--- src/rtl/mem_port_arbiter_if.sv ---
// Request/ack and memory-pin bundle for mem_port_arbiter.
// slave = arbiter side, master = requesters plus memory.
interface mem_port_arbiter_if #(
    parameter int ADDR_W = 6,
    parameter int DATA_W = 32
);
    logic              i_req;
    logic [ADDR_W-1:0] i_addr;
    logic              i_ack;
    logic [DATA_W-1:0] i_rdata;
    logic              d_req;
    logic              d_we;
    logic [ADDR_W-1:0] d_addr;
    logic [DATA_W-1:0] d_wdata;
    logic              d_ack;
    logic [DATA_W-1:0] d_rdata;
    logic [ADDR_W-1:0] mem_address;
    logic [DATA_W-1:0] mem_writeData;
    logic              mem_memread;
    logic              mem_memwrite;
    logic [DATA_W-1:0] mem_out32;
    logic              busy;
    logic              err;

    modport slave (
        input  i_req, i_addr, d_req, d_we, d_addr, d_wdata, mem_out32,
        output i_ack, i_rdata, d_ack, d_rdata,
        output mem_address, mem_writeData, mem_memread, mem_memwrite, busy, err
    );

    modport master (
        output i_req, i_addr, d_req, d_we, d_addr, d_wdata, mem_out32,
        input  i_ack, i_rdata, d_ack, d_rdata,
        input  mem_address, mem_writeData, mem_memread, mem_memwrite, busy, err
    );
endinterface

--- src/rtl/mem_port_arbiter.sv ---
// Round-robin fetch/load-store arbiter for the shared multicycle MIPS memory.
// Optional address checking is enabled by defining MEM_ARB_ALIGN_CHECK_EN.
module mem_port_arbiter #(
    parameter int ADDR_W  = 6,
    parameter int DATA_W  = 32,
    parameter int MEM_TOP = 47
) (
    input logic               clk,
    input logic               rst_n,
    mem_port_arbiter_if.slave bus
);
    localparam logic [1:0] IDLE   = 2'd0;
    localparam logic [1:0] ACCESS = 2'd1;
    localparam logic [1:0] DONE   = 2'd2;
    localparam logic [ADDR_W-1:0] TOP_ADDR = ADDR_W'(MEM_TOP);

    logic [1:0]        state;
    logic              last_grant;   // 1 = D was granted last
    logic              win_d;
    logic              is_store;
    logic              bad_q;
    logic              i_ack;
    logic              d_ack;
    logic              busy;
    logic              err;
    logic              mem_memread;
    logic              mem_memwrite;
    logic [DATA_W-1:0] i_rdata;
    logic [DATA_W-1:0] d_rdata;
    logic [DATA_W-1:0] mem_writeData;
    logic [ADDR_W-1:0] mem_address;

    logic              grant_d;
    logic [ADDR_W-1:0] sel_addr;
    logic              sel_bad;

    function automatic logic addr_illegal(input logic [ADDR_W-1:0] a);
        return (a[1:0] != 2'b00) || (a > TOP_ADDR);
    endfunction

    // On a tie the requester opposite last_grant wins.
    always_comb begin
        grant_d  = bus.d_req & (~bus.i_req | ~last_grant);
        sel_addr = grant_d ? bus.d_addr : bus.i_addr;
`ifdef MEM_ARB_ALIGN_CHECK_EN
        sel_bad  = addr_illegal(sel_addr);
`else
        sel_bad  = 1'b0;
`endif
    end

    always_ff @(posedge clk or negedge rst_n) begin
        if (!rst_n) begin
            state         <= IDLE;
            last_grant    <= 1'b1;
            win_d         <= 1'b0;
            is_store      <= 1'b0;
            bad_q         <= 1'b0;
            i_ack         <= 1'b0;
            d_ack         <= 1'b0;
            busy          <= 1'b0;
            err           <= 1'b0;
            mem_memread   <= 1'b0;
            mem_memwrite  <= 1'b0;
            i_rdata       <= '0;
            d_rdata       <= '0;
            mem_writeData <= '0;
            mem_address   <= '0;
        end else begin
            case (state)
                IDLE: begin
                    i_ack <= 1'b0;
                    d_ack <= 1'b0;
                    err   <= 1'b0;
                    if (bus.i_req || bus.d_req) begin
                        last_grant   <= grant_d;
                        win_d        <= grant_d;
                        is_store     <= grant_d & bus.d_we;
                        bad_q        <= sel_bad;
                        mem_address  <= sel_addr;
                        if (grant_d && bus.d_we)
                            mem_writeData <= bus.d_wdata;
                        mem_memwrite <= grant_d & bus.d_we & ~sel_bad;
                        mem_memread  <= ~(grant_d & bus.d_we) & ~sel_bad;
                        busy         <= 1'b1;
                        state        <= ACCESS;
                    end
                end
                ACCESS: begin
                    // Memory read is combinational, so out32 is valid at this edge.
                    if (!bad_q && !is_store) begin
                        if (win_d)
                            d_rdata <= bus.mem_out32;
                        else
                            i_rdata <= bus.mem_out32;
                    end
                    mem_memread  <= 1'b0;
                    mem_memwrite <= 1'b0;
                    mem_address  <= '0;
                    i_ack        <= ~win_d;
                    d_ack        <= win_d;
                    err          <= bad_q;
                    state        <= DONE;
                end
                DONE: begin
                    i_ack <= 1'b0;
                    d_ack <= 1'b0;
                    err   <= 1'b0;
                    busy  <= 1'b0;
                    state <= IDLE;
                end
                default: begin
                    busy  <= 1'b0;
                    state <= IDLE;
                end
            endcase
        end
    end

    assign bus.i_ack         = i_ack;
    assign bus.d_ack         = d_ack;
    assign bus.i_rdata       = i_rdata;
    assign bus.d_rdata       = d_rdata;
    assign bus.mem_address   = mem_address;
    assign bus.mem_writeData = mem_writeData;
    assign bus.mem_memread   = mem_memread;
    assign bus.mem_memwrite  = mem_memwrite;
    assign bus.busy          = busy;
    assign bus.err           = err;
endmodule

--- src/flat_wrapper.sv ---
// flat-port wrapper written by rule: the top's interface ports become plain ports
module mem_port_arbiter_flat 
#(
    parameter int ADDR_W  = 6,
    parameter int DATA_W  = 32,
    parameter int MEM_TOP = 47
)
  (clk, rst_n, bus_i_req, bus_i_addr, bus_d_req, bus_d_we, bus_d_addr, bus_d_wdata, bus_mem_out32, bus_i_ack, bus_i_rdata, bus_d_ack, bus_d_rdata, bus_mem_address, bus_mem_writeData, bus_mem_memread, bus_mem_memwrite, bus_busy, bus_err);
  mem_port_arbiter_if #(.ADDR_W(ADDR_W), .DATA_W(DATA_W)) bus_i ();
  input logic clk;
  input logic rst_n;
  input wire logic [$bits(bus_i.i_req)-1:0] bus_i_req;
  input wire logic [$bits(bus_i.i_addr)-1:0] bus_i_addr;
  input wire logic [$bits(bus_i.d_req)-1:0] bus_d_req;
  input wire logic [$bits(bus_i.d_we)-1:0] bus_d_we;
  input wire logic [$bits(bus_i.d_addr)-1:0] bus_d_addr;
  input wire logic [$bits(bus_i.d_wdata)-1:0] bus_d_wdata;
  input wire logic [$bits(bus_i.mem_out32)-1:0] bus_mem_out32;
  output wire logic [$bits(bus_i.i_ack)-1:0] bus_i_ack;
  output wire logic [$bits(bus_i.i_rdata)-1:0] bus_i_rdata;
  output wire logic [$bits(bus_i.d_ack)-1:0] bus_d_ack;
  output wire logic [$bits(bus_i.d_rdata)-1:0] bus_d_rdata;
  output wire logic [$bits(bus_i.mem_address)-1:0] bus_mem_address;
  output wire logic [$bits(bus_i.mem_writeData)-1:0] bus_mem_writeData;
  output wire logic [$bits(bus_i.mem_memread)-1:0] bus_mem_memread;
  output wire logic [$bits(bus_i.mem_memwrite)-1:0] bus_mem_memwrite;
  output wire logic [$bits(bus_i.busy)-1:0] bus_busy;
  output wire logic [$bits(bus_i.err)-1:0] bus_err;
  assign bus_i.i_req = bus_i_req;
  assign bus_i.i_addr = bus_i_addr;
  assign bus_i.d_req = bus_d_req;
  assign bus_i.d_we = bus_d_we;
  assign bus_i.d_addr = bus_d_addr;
  assign bus_i.d_wdata = bus_d_wdata;
  assign bus_i.mem_out32 = bus_mem_out32;
  assign bus_i_ack = bus_i.i_ack;
  assign bus_i_rdata = bus_i.i_rdata;
  assign bus_d_ack = bus_i.d_ack;
  assign bus_d_rdata = bus_i.d_rdata;
  assign bus_mem_address = bus_i.mem_address;
  assign bus_mem_writeData = bus_i.mem_writeData;
  assign bus_mem_memread = bus_i.mem_memread;
  assign bus_mem_memwrite = bus_i.mem_memwrite;
  assign bus_busy = bus_i.busy;
  assign bus_err = bus_i.err;
  mem_port_arbiter #(.ADDR_W(ADDR_W), .DATA_W(DATA_W), .MEM_TOP(MEM_TOP)) u_core (.clk(clk), .rst_n(rst_n), .bus(bus_i));
endmodule
--- config.mk ---
export PLATFORM = sky130hd
export DESIGN_NAME = mem_port_arbiter_flat
export DESIGN_NICKNAME = d
export VERILOG_FILES = /design/src/rtl/mem_port_arbiter_if.sv /design/src/rtl/mem_port_arbiter.sv /design/src/flat_wrapper.sv
export SDC_FILE = /design/constraint.sdc
export NUM_CORES = 1
export LEC_CHECK = 0
export CAP_MARGIN = 20
export CORE_MARGIN = 8
export CORE_UTILIZATION = 42
export CTS_CLUSTER_SIZE = 40
export DETAILED_ROUTE_END_ITERATION = 10
export PLACE_DENSITY = 0.8
export SLEW_MARGIN = 20
export SYNTH_ARGS = -nofsm -noshare
export SYNTH_HDL_FRONTEND = slang
export SYNTH_SLANG_ARGS = --single-unit
--- constraint.sdc ---
create_clock -name clk -period 2 [get_ports clk]
set_input_delay 0.3 -clock clk [delete_from_list [all_inputs] [get_ports clk]]
set_output_delay 0.3 -clock clk [all_outputs]
set_load 0.02 [all_outputs]
==> results.md, run 1 <==
- Std-Cell Rows: 37
- Adder-cell area share of the yosys netlist: 0
- Crit path DAT: between 2000 and 2500 ps
- Synth Area in Compound Gates: 0.0154
- Post-synth cell types: 26
- Share of layout cells above drive strength 1: 0.223
- Switching Fraction: 0.366
- Vias: just under 3000
- Maxcap violations: 0
- Tot Pwr: roughly 11 mW
- Vias in the first global route: about 3300
- Measured slew at the worst slew-check pin: about 630 ps
- Crit path buffers/inverters: 0
- Slew HR: 0.582
- Fin Clk Skew: between 10 and 15 ps
- I/O Buffers: 187
- Hold WC Path Type: input port to asynchronous set/reset pin
- Sink Count: 112
- Critical Path RT: 2250 ps
- Setup violations, final: 0
- Fill count: approximately 760
- Ant diodes: 0
- First-pass GRT wire length: between 15000 and 20000 um
- Vias/cell: 4.85
- Net Count, Synth: ~350
- Portion of netlist area occupied by mux cells: 0.280
- Final HPWL DP: 8370 um
- Die ar.: 13800 um2
- Initial DRC Count: 122
- Worst path top cell family by delay: simple AND/OR/NAND/NOR gates
- Placed cells: 581
- Internal power: approximately 7.1 mW
- R2R depth: 3
- Ys Warns: 0
- Startpoint Class: flop
- Average wire per standard cell: about 18 um
- Max-slew violation count: 0
- Flop pwr share: 0.363
- Crit Path Max Fanout: 35
- Grt ovf: 0
- Commonest non-fill, non-tap cells in the layout: clkdlybuf4s50_1 (186), dfrtp_1 (111), mux2_2 (74), mux2_1 (22), mux2i_1 (13)
- Pre-antenna DRT Iters: 4
- P&R area growth vs syn: 50.8%
- Register area share after synthesis: 0.649
- Syn Inst Count: 264
- Initial antenna violation count: 0
- Commonest non-fill, non-tap cell in the layout: clkdlybuf4s50_1
- Skew-Pair Late Insertion Delay: 360 ps
- Hold slack: a little under 8 ps
- Gate power share: 0.526
- Die Y-Extent: 117 um
- Flops & latches, synth: ~110
- WS Path Type: flop to flop
- Nets: ~540
- Post-synthesis area per instance: between 15 and 20 um2
- Crit. Startpoint: u_core.state[0]
- Reg2Reg Setup Slack: 160 ps
- Status: completed
- Post-CTS Resized: 0
- Net Sw Power: around 4 mW
- RSZ-0062 raised after global routing: no
- Clock Power Share: 0.111
- Largest family of logic cells by synthesized area: multiplexers
- Setup repair bufs after CTS: 0
- R2r startpoint: u_core.state[0]
- Post-synthesis simple-gate area fraction: 0.0264
- Post-route ant nets: 0
- Aggregate global-route resource usage: 0.160
- Core area: between 10000 and 15000 um2
- Largest net degree at the start of global routing: roughly 110
- Fin cells: roughly 600
- Fmax: roughly 540 MHz
- Crit path cell chain: nor2_1 -> nand4_4 -> mux2_2
- TritonCTS buffer count: 9
- Max stage delay on crit path: between 500 and 600 ps
- Max clock buf depth: 2
- Gp weighted congestion: 0.729
- Synth Cell Area: around 4300 um2
- Clk root buf: clkbuf_8
- Initial Util: 0.426
- Die width: approximately 120 um
- XOR/XNOR share of the synthesized area: 0
- Crit. End Element: flop
- Final Hold Viols: 0
- Tmin final: roughly 1800 ps
- Tcrit/Tclk final: 0.921
- CTS tree: yes
- Crit-path slowest cell: nand4_4
- Worst VDD drop: 0.000826 V
- Drt drc: 0
- LEAKAGE: approximately 2.8 nW
- PwrDens: roughly 1700 nW/um2
- # IOs: 189
- CTS H-tree lvls: 3
- Worst r2r dst: u_core.bus.mem_writeData[16]
- Hold Buf Count CTS: 0
- Final WL: 10800 um
- Clk pin slew, worst setup/hold paths: about 100 ps
-- state kept, by name (all words and copies together) (netlist names) --
signal,cells
u_core.bus.mem_address,6
u_core.bus.d_rdata,32
u_core.bus.d_ack,1
u_core.bus.mem_writeData,32
u_core.state,2
u_core.bus.mem_memread,1
u_core.is_store,1
u_core.bus.busy,1
u_core.last_grant,1
u_core.bus.i_ack,1
u_core.bus.mem_memwrite,1
u_core.win_d,1
u_core.bus.i_rdata,32
-- per-stage QoR --
| stage | utilization | setup slack [ps] | instance area, um2 | setup TNS [ps] |
|---|---|---|---|---|
| global route | 0.642 | 34.1 | 6510 | 0 |
| floorplan | - | 377 | 4320 | 0 |
| detailed placement | 0.624 | -109 | 6330 | -3130 |
| finish | 0.642 | 158 | 6510 | 0 |
| global placement | 0.624 | -28.8 | 6330 | -835 |
| CTS | 0.642 | 106 | 6510 | 0 |
-- how the worst max path moves through the flow --
stage,cells after the start,slack (ps),to
after floorplan,5,380,u_core.bus.d_rdata[11]
after global placement,4,-30,u_core.bus.mem_writeData[23]
after detailed placement,4,-110,u_core.bus.mem_writeData[22]
after CTS,3,110,u_core.bus.mem_writeData[22]
after global routing,3,30,u_core.bus.mem_writeData[22]
final,3,160,u_core.bus.mem_writeData[16]
-- routing by layer --
layer,vias to the layer above,track usage,share of wire
met5,-,0,0
met4,0,0.0633,0.019
met3,15,0.0691,0.095
met2,122,0.271,0.49
met1,1460,0.173,0.39
li1,1298,-,-
-- synth_stat cells, drive strengths merged --
| master | count | area, um2 |
|---|---|---|
| dfrtp | 111 | 2780 |
| mux2 | 96 | 1080 |
| mux2i | 13 | 130 |
| buf | 11 | 101 |
| nand2 | 9 | 33.8 |
| o21ai | 5 | 25.0 |
| inv | 4 | 15.0 |
| a21bo | 1 | 10.0 |
| a21oi | 1 | 5.00 |
| a31oi | 1 | 6.26 |
| a32o | 1 | 10.0 |
| and2 | 1 | 6.26 |
| clkbuf | 1 | 3.75 |
| conb | 1 | 3.75 |
| dfstp | 1 | 26.3 |
| nand2b | 1 | 13.8 |
| nand4 | 1 | 21.3 |
| nor2 | 1 | 3.75 |
| nor2b | 1 | 6.26 |
| nor3 | 1 | 10.0 |
| nor3b | 1 | 18.8 |
| o211a | 1 | 10.0 |
-- power by group through the flow --
| stage | clock network (mW) | registers (mW) | logic, mW |
|---|---|---|---|
| detailed placement | 0 | 4.12 | 5.97 |
| CTS | 1.28 | 4.07 | 5.99 |
| finish | 1.24 | 4.06 | 5.88 |
| global placement | 0 | 4.03 | 5.84 |
| global route | 1.37 | 4.23 | 6.21 |
| floorplan | 0 | 5.39 | 1.69 |
-- kinds of logic after synthesis --
logic type,count (synthesis)
buffers and inverters,16
AO/OA/AOI/OAI,10
flip-flops,112
multiplexers,109
other,1
AND/OR/NAND/NOR,16
-- final cells by class --
cell class	instances	area [um2]	share of cell area
sequential	112	2800	0.430
multi-input combinational	136	1400	0.215
clock inverter	3	15.0	0.00231
inverter	4	15.0	0.00231
tap	136	170	0.0261
timing repair buffer	193	1940	0.298
clock buffer	13	169	0.0259
Power figures use the tool's default switching activity.
==> run 2: changes to the inputs <==
--- a/config.mk
+++ b/config.mk
@@ -8,9 +8,10 @@
 export CAP_MARGIN = 20
 export CORE_MARGIN = 8
 export CORE_UTILIZATION = 42
-export CTS_CLUSTER_SIZE = 40
+export CTS_CLUSTER_SIZE = 24
 export DETAILED_ROUTE_END_ITERATION = 10
 export PLACE_DENSITY = 0.8
+export RECOVER_POWER = 100
 export SLEW_MARGIN = 20
 export SYNTH_ARGS = -nofsm -noshare
 export SYNTH_HDL_FRONTEND = slang
==> run 2 against run 1 <==
  * Critical path depth stayed put
  * Flip-flop and latch count unchanged
  * Cell count stayed put
  * Clock power about the same
  * Cell area fell by 0.73%
  * Die area did not move
  * Sequential share of layout area increased by 0.32 points
  * Worst setup slack better by 4.9 ps
  * Largest cell class unchanged
  * Largest power group unchanged
  * Routed wire length shrank 0.46%
  * Critical endpoint is now u_core.bus.mem_writeData[22]
  * Total power shrank 4.7%
==> results.md, run 2 (synthesis gave the netlist of run 1 again) <==
- Initial antenna violation count: 0 (unchanged)
- Ant diodes: 0 (unchanged)
- FF/Latch Area: 2800 um2 (unchanged)
- Fin Clk Skew: 12.0 ps (was 12.1 ps)
- LEAKAGE: 2.82 nW (was 2.76 nW)
- Hold WC Path Type: input port to asynchronous set/reset pin (unchanged)
- Final HPWL DP: 8370 um (unchanged)
- TritonCTS buffer count: 9 (unchanged)
- Core area: 10100 um2 (unchanged)
- Status: completed (unchanged)
- Grt ovf: 0 (unchanged)
- Die width: 117 um (unchanged)
- Skew-Pair Late Insertion Delay: 360 ps (about the same)
- RSZ-0062 raised after global routing: no (unchanged)
- I/O Buffers: 187 (unchanged)
- Flop pwr share: 0.375 (was 0.363)
- First-pass GRT wire length: 17800 um (unchanged)
- Clk pin slew, worst setup/hold paths: 100 ps (about the same)
- Net Sw Power: 4.02 mW (was 4.09 mW)
- CTS H-tree lvls: 3 (unchanged)
- Internal power: 6.64 mW (was 7.09 mW)
- Final Hold Viols: 0 (unchanged)
- Drt drc: 0 (unchanged)
- Design area: 6470 um2 (was 6510 um2)
- Multi-input gate area: 1390 um2 (was 1400 um2)
- Clk root buf: clkbuf_8 (unchanged)
- WS Path Type: flop to flop (unchanged)
- Tmin final: 1840 ps (about the same)
- Vias in the first global route: 3295 (unchanged)
- Share of layout cells above drive strength 1: 0.217 (was 0.223)
- Final WL: 10800 um (about the same)
- Setup_tns: 0 ps (unchanged)
- Std-Cell Rows: 37 (unchanged)
- CTS tree: yes (unchanged)
- Post-route ant nets: 0 (unchanged)
- Slew HR: 0.00484 (was 0.582)
- Placed cells: 581 (unchanged)
- Tcrit/Tclk final: 0.919 (was 0.921)
- Average wire per standard cell: 18.1 um (about the same)
- Pre-antenna DRT Iters: 4 (unchanged)
- Max clock buf depth: 2 (unchanged)
- Die ar.: 13800 um2 (unchanged)
- Initial DRC Count: 116 (was 122)
- PwrDens: 1650 nW/um2 (was 1720 nW/um2)
- Switching Fraction: 0.377 (was 0.366)
- Largest net degree at the start of global routing: 113 (unchanged)
- Vias: 2880 (was 2895)
- Fmax: 544 MHz (was 543 MHz)
- # IOs: 189 (unchanged)
- Startpoint Class: flop (unchanged)
- Maxcap violations: 0 (unchanged)
- Crit path DAT: 2080 ps (was 2090 ps)
- Measured slew at the worst slew-check pin: 1490 ps (was 625 ps)
- Initial Util: 0.426 (unchanged)
- Biggest regs: u_core.bus.d_rdata x32, u_core.bus.i_rdata x32, u_core.bus.mem_writeData x32 (unchanged)
- Commonest non-fill, non-tap cells in the layout: dfrtp_1 (111), dlygate4sd3_1 (107), clkdlybuf4s50_1 (79), mux2_2 (74), mux2_1 (22) (was clkdlybuf4s50_1 (186), dfrtp_1 (111), mux2_2 (74), mux2_1 (22), mux2i_1 (13))
- Hold Buf Count CTS: 0 (unchanged)
- Commonest non-fill, non-tap cell in the layout: dfrtp_1 (was clkdlybuf4s50_1)
- Sink Count: 112 (unchanged)
- Critical Path RT: 2240 ps (was 2250 ps)
- Worst VDD drop: 0.000763 V (was 0.000826 V)
- Max-slew violation count: 0 (unchanged)
- Aggregate global-route resource usage: 0.160 (unchanged)
- Die Y-Extent: 117 um (unchanged)
- Crit. End Element: flop (unchanged)
- Gate power share: 0.508 (was 0.526)
- Placed Instance Area: 6330 um2 (unchanged)
- Setup repair bufs after CTS: 0 (unchanged)
- Vias/cell: 4.82 (was 4.85)
- P&R area growth vs syn: 49.7% (was 50.8%)
- Fill count: 758 (was 755)
- Nets: 537 (unchanged)
- Fin cells: 597 (unchanged)
- Clock Power Share: 0.116 (was 0.111)
- Gp weighted congestion: 0.729 (unchanged)
- Setup violations, final: 0 (unchanged)
- Post-CTS Resized: 0 (unchanged)
- Crit Path Max Fanout: 35 (unchanged)
## run 2: layer usage
layer	track usage	share of wire	routed length, um	vias to the layer above
met5	0	0	0	-
met4	0.0633	0.019	208	0
met3	0.0691	0.096	1040	15
met2	0.271	0.50	5370	122
met1	0.173	0.39	4170	1438
li1	-	-	-	1305
## run 2: per-stage QoR
stage	setup slack (ps)	utilization	total power, mW	hold WS (ps)
global placement	-28.8	0.624	9.87	420
CTS	106	0.642	11.3	40.5
finish	162	0.638	10.7	379
detailed placement	-109	0.624	10.1	436
global route	37.4	0.638	11.3	505
floorplan	377	-	7.08	4.41
## run 2: area by class of cell
class                   instances  share of cell area
inverters                       4             0.00232
multi-input cells             136               0.215
repair buffers                193               0.294
flip-flops and latches        112               0.434
clock inverters                 3             0.00232
well taps                     136              0.0263
clock buffers                  13              0.0261
## run 2: worst max-delay path, cell delays in order, from the launching register on
cell	delay (ps)
dfrtp_1	450
nor2_1	250
nand4_4	530
mux2_2	480
## run 2: path summary, 6_finish.rpt
kind,start,end,slack [ps],depth (start not counted)
setup / recovery,u_core.state[0],u_core.bus.mem_writeData[22],160,3
hold / removal,rst_n,u_core.bus.d_rdata[1],380,2
setup reg to reg,u_core.state[0],u_core.bus.mem_writeData[22],160,3
hold reg to reg,u_core.bus.d_rdata[3],u_core.bus.d_rdata[3],490,1
max in group asynchronous,rst_n,u_core.bus.d_rdata[16],630,2
min in group clk,u_core.bus.d_rdata[3],u_core.bus.d_rdata[3],490,1
## run 2: power groups by stage
| stage | Sequential, mW | Combinational, mW | Clock (mW) |
|---|---|---|---|
| CTS | 4.07 | 5.99 | 1.28 |
| global placement | 4.03 | 5.84 | 0 |
| global route | 4.17 | 5.75 | 1.37 |
| detailed placement | 4.12 | 5.97 | 0 |
| finish | 4.00 | 5.42 | 1.24 |
| floorplan | 5.39 | 1.69 | 0 |
==> run 3: changes to the inputs <==
--- a/config.mk
+++ b/config.mk
@@ -10,6 +10,7 @@
 export CORE_UTILIZATION = 42
 export CTS_CLUSTER_SIZE = 24
 export DETAILED_ROUTE_END_ITERATION = 10
+export GPL_TIMING_DRIVEN = 0
 export PLACE_DENSITY = 0.8
 export RECOVER_POWER = 100
 export SLEW_MARGIN = 20
==> run 3 against run 2 <==
  * Highest routed layer unchanged
  * Hold slack better by 110 ps
  * Critical path depth is 2 higher
  * Worst setup slack better by 33 ps
==> results.md, run 3 (synthesis gave the netlist of run 1 again) <==
- Design area: 6600 um2 (was 6470 um2)
- Ant diodes: 0 (unchanged)
- Initial DRC Count: 91 (was 116)
- Crit path DAT: 2050 ps (was 2080 ps)
- Biggest regs: u_core.bus.d_rdata x32, u_core.bus.i_rdata x32, u_core.bus.mem_writeData x32 (unchanged)
- Placed cells: 588 (was 581)
- Final Hold Viols: 0 (unchanged)
- Clk pin slew, worst setup/hold paths: 100 ps (about the same)
- TritonCTS buffer count: 9 (unchanged)
- Gp weighted congestion: 0.711 (was 0.729)
- Initial antenna violation count: 0 (unchanged)
- Flop pwr share: 0.365 (was 0.375)
- Tmin final: 1800 ps (was 1840 ps)
- Hold slack: 490 ps (was 379 ps)
- Fin Clk Skew: 14.1 ps (was 12.0 ps)
- WS Path Type: flop to flop (unchanged)
- CTS H-tree lvls: 3 (unchanged)
- Reg2Reg Setup Slack: 200 ps (was 160 ps)
- Die width: 117 um (unchanged)
- Fin cells: 605 (was 597)
- Sink Count: 112 (unchanged)
- Tcrit/Tclk final: 0.902 (was 0.919)
- Setup_tns: 0 ps (unchanged)
- Die Y-Extent: 117 um (unchanged)
- Vias in the first global route: 3283 (was 3295)
- Average wire per standard cell: 17.5 um (was 18.1 um)
- Worst VDD drop: 0.000809 V (was 0.000763 V)
- Gate power share: 0.502 (was 0.508)
- Hold WC Path Type: flop to flop (was input port to asynchronous set/reset pin)
- Largest net degree at the start of global routing: 63 (was 113)
- Clk root buf: clkbuf_8 (unchanged)
- Critical Path RT: 2240 ps (about the same)
- LEAKAGE: 2.88 nW (was 2.82 nW)
- # IOs: 189 (unchanged)
- Crit. End Element: flop (unchanged)
- Final WL: 10600 um (was 10800 um)
- Slew HR: 0.428 (was 0.00484)
- PwrDens: 1650 nW/um2 (about the same)
- I/O Buffers: 187 (unchanged)
- Net Sw Power: 4.11 mW (was 4.02 mW)
- Core area: 10100 um2 (unchanged)
- Startpoint Class: flop (unchanged)
- Internal power: 6.78 mW (was 6.64 mW)
- Fmax: 554 MHz (was 544 MHz)
- Setup violations, final: 0 (unchanged)
- First-pass GRT wire length: 17300 um (was 17800 um)
- Drt drc: 0 (unchanged)
- Vias: 2891 (was 2880)
- Switching Fraction: 0.377 (about the same)
- Commonest non-fill, non-tap cell in the layout: dfrtp_1 (unchanged)
- RSZ-0062 raised after global routing: no (unchanged)
- Skew-Pair Late Insertion Delay: 360 ps (about the same)
- Max clock buf depth: 2 (unchanged)
- Commonest non-fill, non-tap cells in the layout: dfrtp_1 (111), dlygate4sd3_1 (108), clkdlybuf4s50_1 (79), mux2_2 (74), mux2_1 (22) (was dfrtp_1 (111), dlygate4sd3_1 (107), clkdlybuf4s50_1 (79), mux2_2 (74), mux2_1 (22))
- P&R area growth vs syn: 52.8% (was 49.7%)
- Vias/cell: 4.78 (was 4.82)
- CTS tree: yes (unchanged)
- Placed Instance Area: 6390 um2 (was 6330 um2)
- Status: completed (unchanged)
- Post-route ant nets: 0 (unchanged)
- Nets: 545 (was 537)
- Grt ovf: 0 (unchanged)
- Pre-antenna DRT Iters: 4 (unchanged)
- Aggregate global-route resource usage: 0.154 (was 0.160)
- Std-Cell Rows: 37 (unchanged)
- Die ar.: 13800 um2 (unchanged)
- Clock Power Share: 0.132 (was 0.116)
- Share of layout cells above drive strength 1: 0.232 (was 0.217)
- Measured slew at the worst slew-check pin: 858 ps (was 1490 ps)
- Final Core Density: 0.651 (was 0.638)
- Max-slew violation count: 0 (unchanged)
- Crit Path Max Fanout: 10 (was 35)
- Initial Util: 0.426 (unchanged)
- Maxcap violations: 0 (unchanged)
- Final HPWL DP: 8440 um (was 8370 um)
## run 3: stage by stage
| stage | power (mW) | worst slack, ps |
|---|---|---|
| final | 10.9 | 195 |
| after global routing | 11.5 | 100 |
| after CTS | 11.5 | 182 |
| after detailed placement | 10.1 | 106 |
| after global placement | 9.87 | -3400 |
| after floorplan | 7.08 | 377 |
## run 3: final timing paths
| kind | start | to | cells after the start |
|---|---|---|---|
| worst max-delay path | u_core.state[1] | u_core.bus.d_rdata[11] | 5 |
| worst min-delay path | u_core.bus.d_rdata[9] | u_core.bus.d_rdata[9] | 1 |
| worst max register to register | u_core.state[1] | u_core.bus.d_rdata[11] | 5 |
| worst min register to register | u_core.bus.d_rdata[9] | u_core.bus.d_rdata[9] | 1 |
| max in group asynchronous | rst_n | u_core.last_grant | 3 |
| min in group asynchronous | rst_n | u_core.bus.d_rdata[1] | 2 |
## run 3: repair_timing
action / 4_1_cts / 5_1_grt
hold endpoints to repair: 61 / 0
resized for setup: 0 / 0
hold buffers: 1 / 0
buffers inserted: 0 / 0
## run 3: critical path, cell delays in order (launching register included)
cell	delay (ps)
dfrtp_1	460
nand2b_4	180
buf_6	150
nor3b_4	360
buf_6	220
mux2_2	340
## run 3: power by group through the flow
stage	clock, mW	combinational, mW	sequential, mW
finish	1.44	5.47	3.98
CTS	1.49	6.01	4.05
global placement	0	5.86	4.01
global route	1.58	5.82	4.14
detailed placement	0	5.99	4.10
floorplan	0	1.69	5.39
## run 3: area by class of cell
class                   instances  area, um2
plain buffers                  12       86.3
clock buffers                  10        138
clock inverters                 6       83.8
fillers                       783       3540
inverters                       4       15.0
multi-input cells             136       1400
flip-flops and latches        112       2800
well taps                     136        170
repair buffers                189       1910
## run 3: layer usage
| metal | part of all wire | vias up | GRT usage |
|---|---|---|---|
| met5 | 0 | - | 0 |
| met4 | 0.021 | 0 | 0.0576 |
| met3 | 0.11 | 17 | 0.0763 |
| met2 | 0.50 | 129 | 0.259 |
| met1 | 0.37 | 1420 | 0.164 |
| li1 | - | 1325 | - |
==> patch (config.mk and constraints of run 3) <==
The option `MEM_ARB_ALIGN_CHECK_EN` is turned on by a define.
--- a/src/rtl/mem_port_arbiter.sv
+++ b/src/rtl/mem_port_arbiter.sv
@@ -1,5 +1,7 @@
 // Round-robin fetch/load-store arbiter for the shared multicycle MIPS memory.
 // Optional address checking is enabled by defining MEM_ARB_ALIGN_CHECK_EN.
+`define MEM_ARB_ALIGN_CHECK_EN
+
 module mem_port_arbiter #(
     parameter int ADDR_W  = 6,
     parameter int DATA_W  = 32,
Function: changed (a bounded check fails within 4 cycles, from zero or initial values and one cycle with rst_n low).
==> patch against run 3 <==
- core utilization grew 3.5 points
- clock skew fell by 0.60 ps
- combinational power is 2% lower
- synthesized cell count up 4.9%
- setup slack got worse by 160 ps
- total power up 16%
- cell count rose by 6.6%
- cell area up 11%
- hold slack worse by 87 ps
- sequential power up 2%
- sequential cell count grew 2
- area after synthesis increased by 5.1%
- wire length rose by 12%
==> patch: results (changes against run 3) <==
metric	value	unit	change
slowest_delay	580	ps	+120 ps
seq_power	4.04	mW	+2%
run_status	complete, no violations		
intPower	8.46	mW	+25%
yosysSeqAreaShare	62.9	%	-2.0 points
hold_path.class	in -> reg		
async_flop_share	100	%	unchanged
crit_path_top_delay_cell	or4b_4		
synth_nets	358		+3.8%
vias	3099		+7.2%
hpwlAfterDp	8810	µm	+4.3%
p_sw	4.21	mW	+2.5%
io_buffers	188		+0.53%
grt_pass1_wl	19100	µm	+11%
whs_path_depth	2		+1
finalNonFillerCells	645		+6.6%
leakagePower	3.33	nW	+16%
h-tree-depth	4		+1
synth_top_area_share	62.3	%	-2.0 points
drive_gt1_share	28.9	%	+5.7 points
r2r_start	u_core.state[1]		
nNetsFinal	573		+5.1%
insertedDiodeCount	0		unchanged
clkTransAtPathRegs	60	ps	-40 ps
worstMarginPinSlew	1440	ps	+582 ps
wl_met1	4410	µm	+11%
grt_max_degree	59		-6.3%
min_to	u_core.bus.mem_writeData[25]		
synthTopCellsByArea	dfrtp_1 62%, mux2_2 17%, mux2_4 9.9%		
syn_inst	277		+4.9%
ff2ff_path_depth	6		+1
clk_latency	500	ps	+140 ps
min_from	bus_d_wdata[25]		
fin_skew	13.5	ps	-0.603 ps
track_usage	17.0	%	+1.5 points
synthTopCellsByCount	113 x dfrtp_1, 67 x mux2_2, 30 x mux2_4, 15 x mux2i_1, 8 x nand2_1		
worst_r2r_endpoint	u_core.bus.d_rdata[30]		
wl	11900	µm	+12%
r2r_setup_slack	40	ps	-160 ps
drt_iter0_markers	157		+73%
routed-wl-met2	6130	µm	+16%
clk-power	3.25	mW	+130%
dpl.cell_count	606		+3.1%
cts_buffers	17		+8
vdd_drop_max	812	µV	+0.43%
first_global_vias	3580		+9.0%
cp.arrival	2340	ps	+290 ps
place.gp.congestion	0.717		+0.79%
-- patch: per-stage QoR --
step           setup WS (ps)  hold WS (ps)  TNS (ps)  area [µm²]
2_1_floorplan           63.3          4.41         0        4540
3_3_place_gp           -3600           468   -417960        6600
3_5_place_dp            -237           293    -11860        6630
4_1_cts                 21.8           318         0        7370
5_1_grt                 4.18           389         0        7340
6_report                38.4           403         0        7340
-- patch: final cells by class --
class                      count  area, µm²
timing repair buffer         198       1990
tap                          140        175
sequential                   114       2850
multi-input combinational    146       1570
fill                         772       3360
inverter                       3       11.3
clock inverter                10        179
clock buffer                  22        463
buffer                        12       98.8
-- patch: metal layers --
layer,track usage [%],vias to the layer above
li1,-,1423
met1,17.6,1544
met2,29.1,121
met3,8.83,11
met4,5.78,0
met5,0,-
-- patch: cells by family (layout without fill, tap and decap cells) --
family	count (synthesis)	after routing	share of synthesized area, %
mux	113	113	30.1
flops	114	114	62.9
compound gates	14	14	1.93
buf+inv	17	245	2.54
simple gates	19	19	2.56
-- patch: timing repair --
| item | 4_1_cts | 5_1_grt |
|---|---|---|
| buffers inserted | 5 | 2 |
| setup endpoints to repair | 60 | 41 |
| cloned | 1 | 0 |
| pin swaps | 1 | 2 |
| hold buffers | 1 | 0 |
| hold endpoints to repair | 56 | 0 |
| resized for setup | 7 | 4 |
-- patch: worst max path at each step --
stage                     cells past startpoint             from                            to  slack (ps)
after floorplan                               7  u_core.state[1]         u_core.bus.d_rdata[0]          60
after global placement                        1            rst_n     u_core.bus.mem_address[5]       -3600
after detailed placement                      5        bus_i_req  u_core.bus.mem_writeData[28]        -240
after CTS                                     6  u_core.state[1]        u_core.bus.d_rdata[30]          20
after global routing                          5  u_core.state[1]        u_core.bus.d_rdata[15]           4
final                                         6  u_core.state[1]        u_core.bus.d_rdata[30]          40
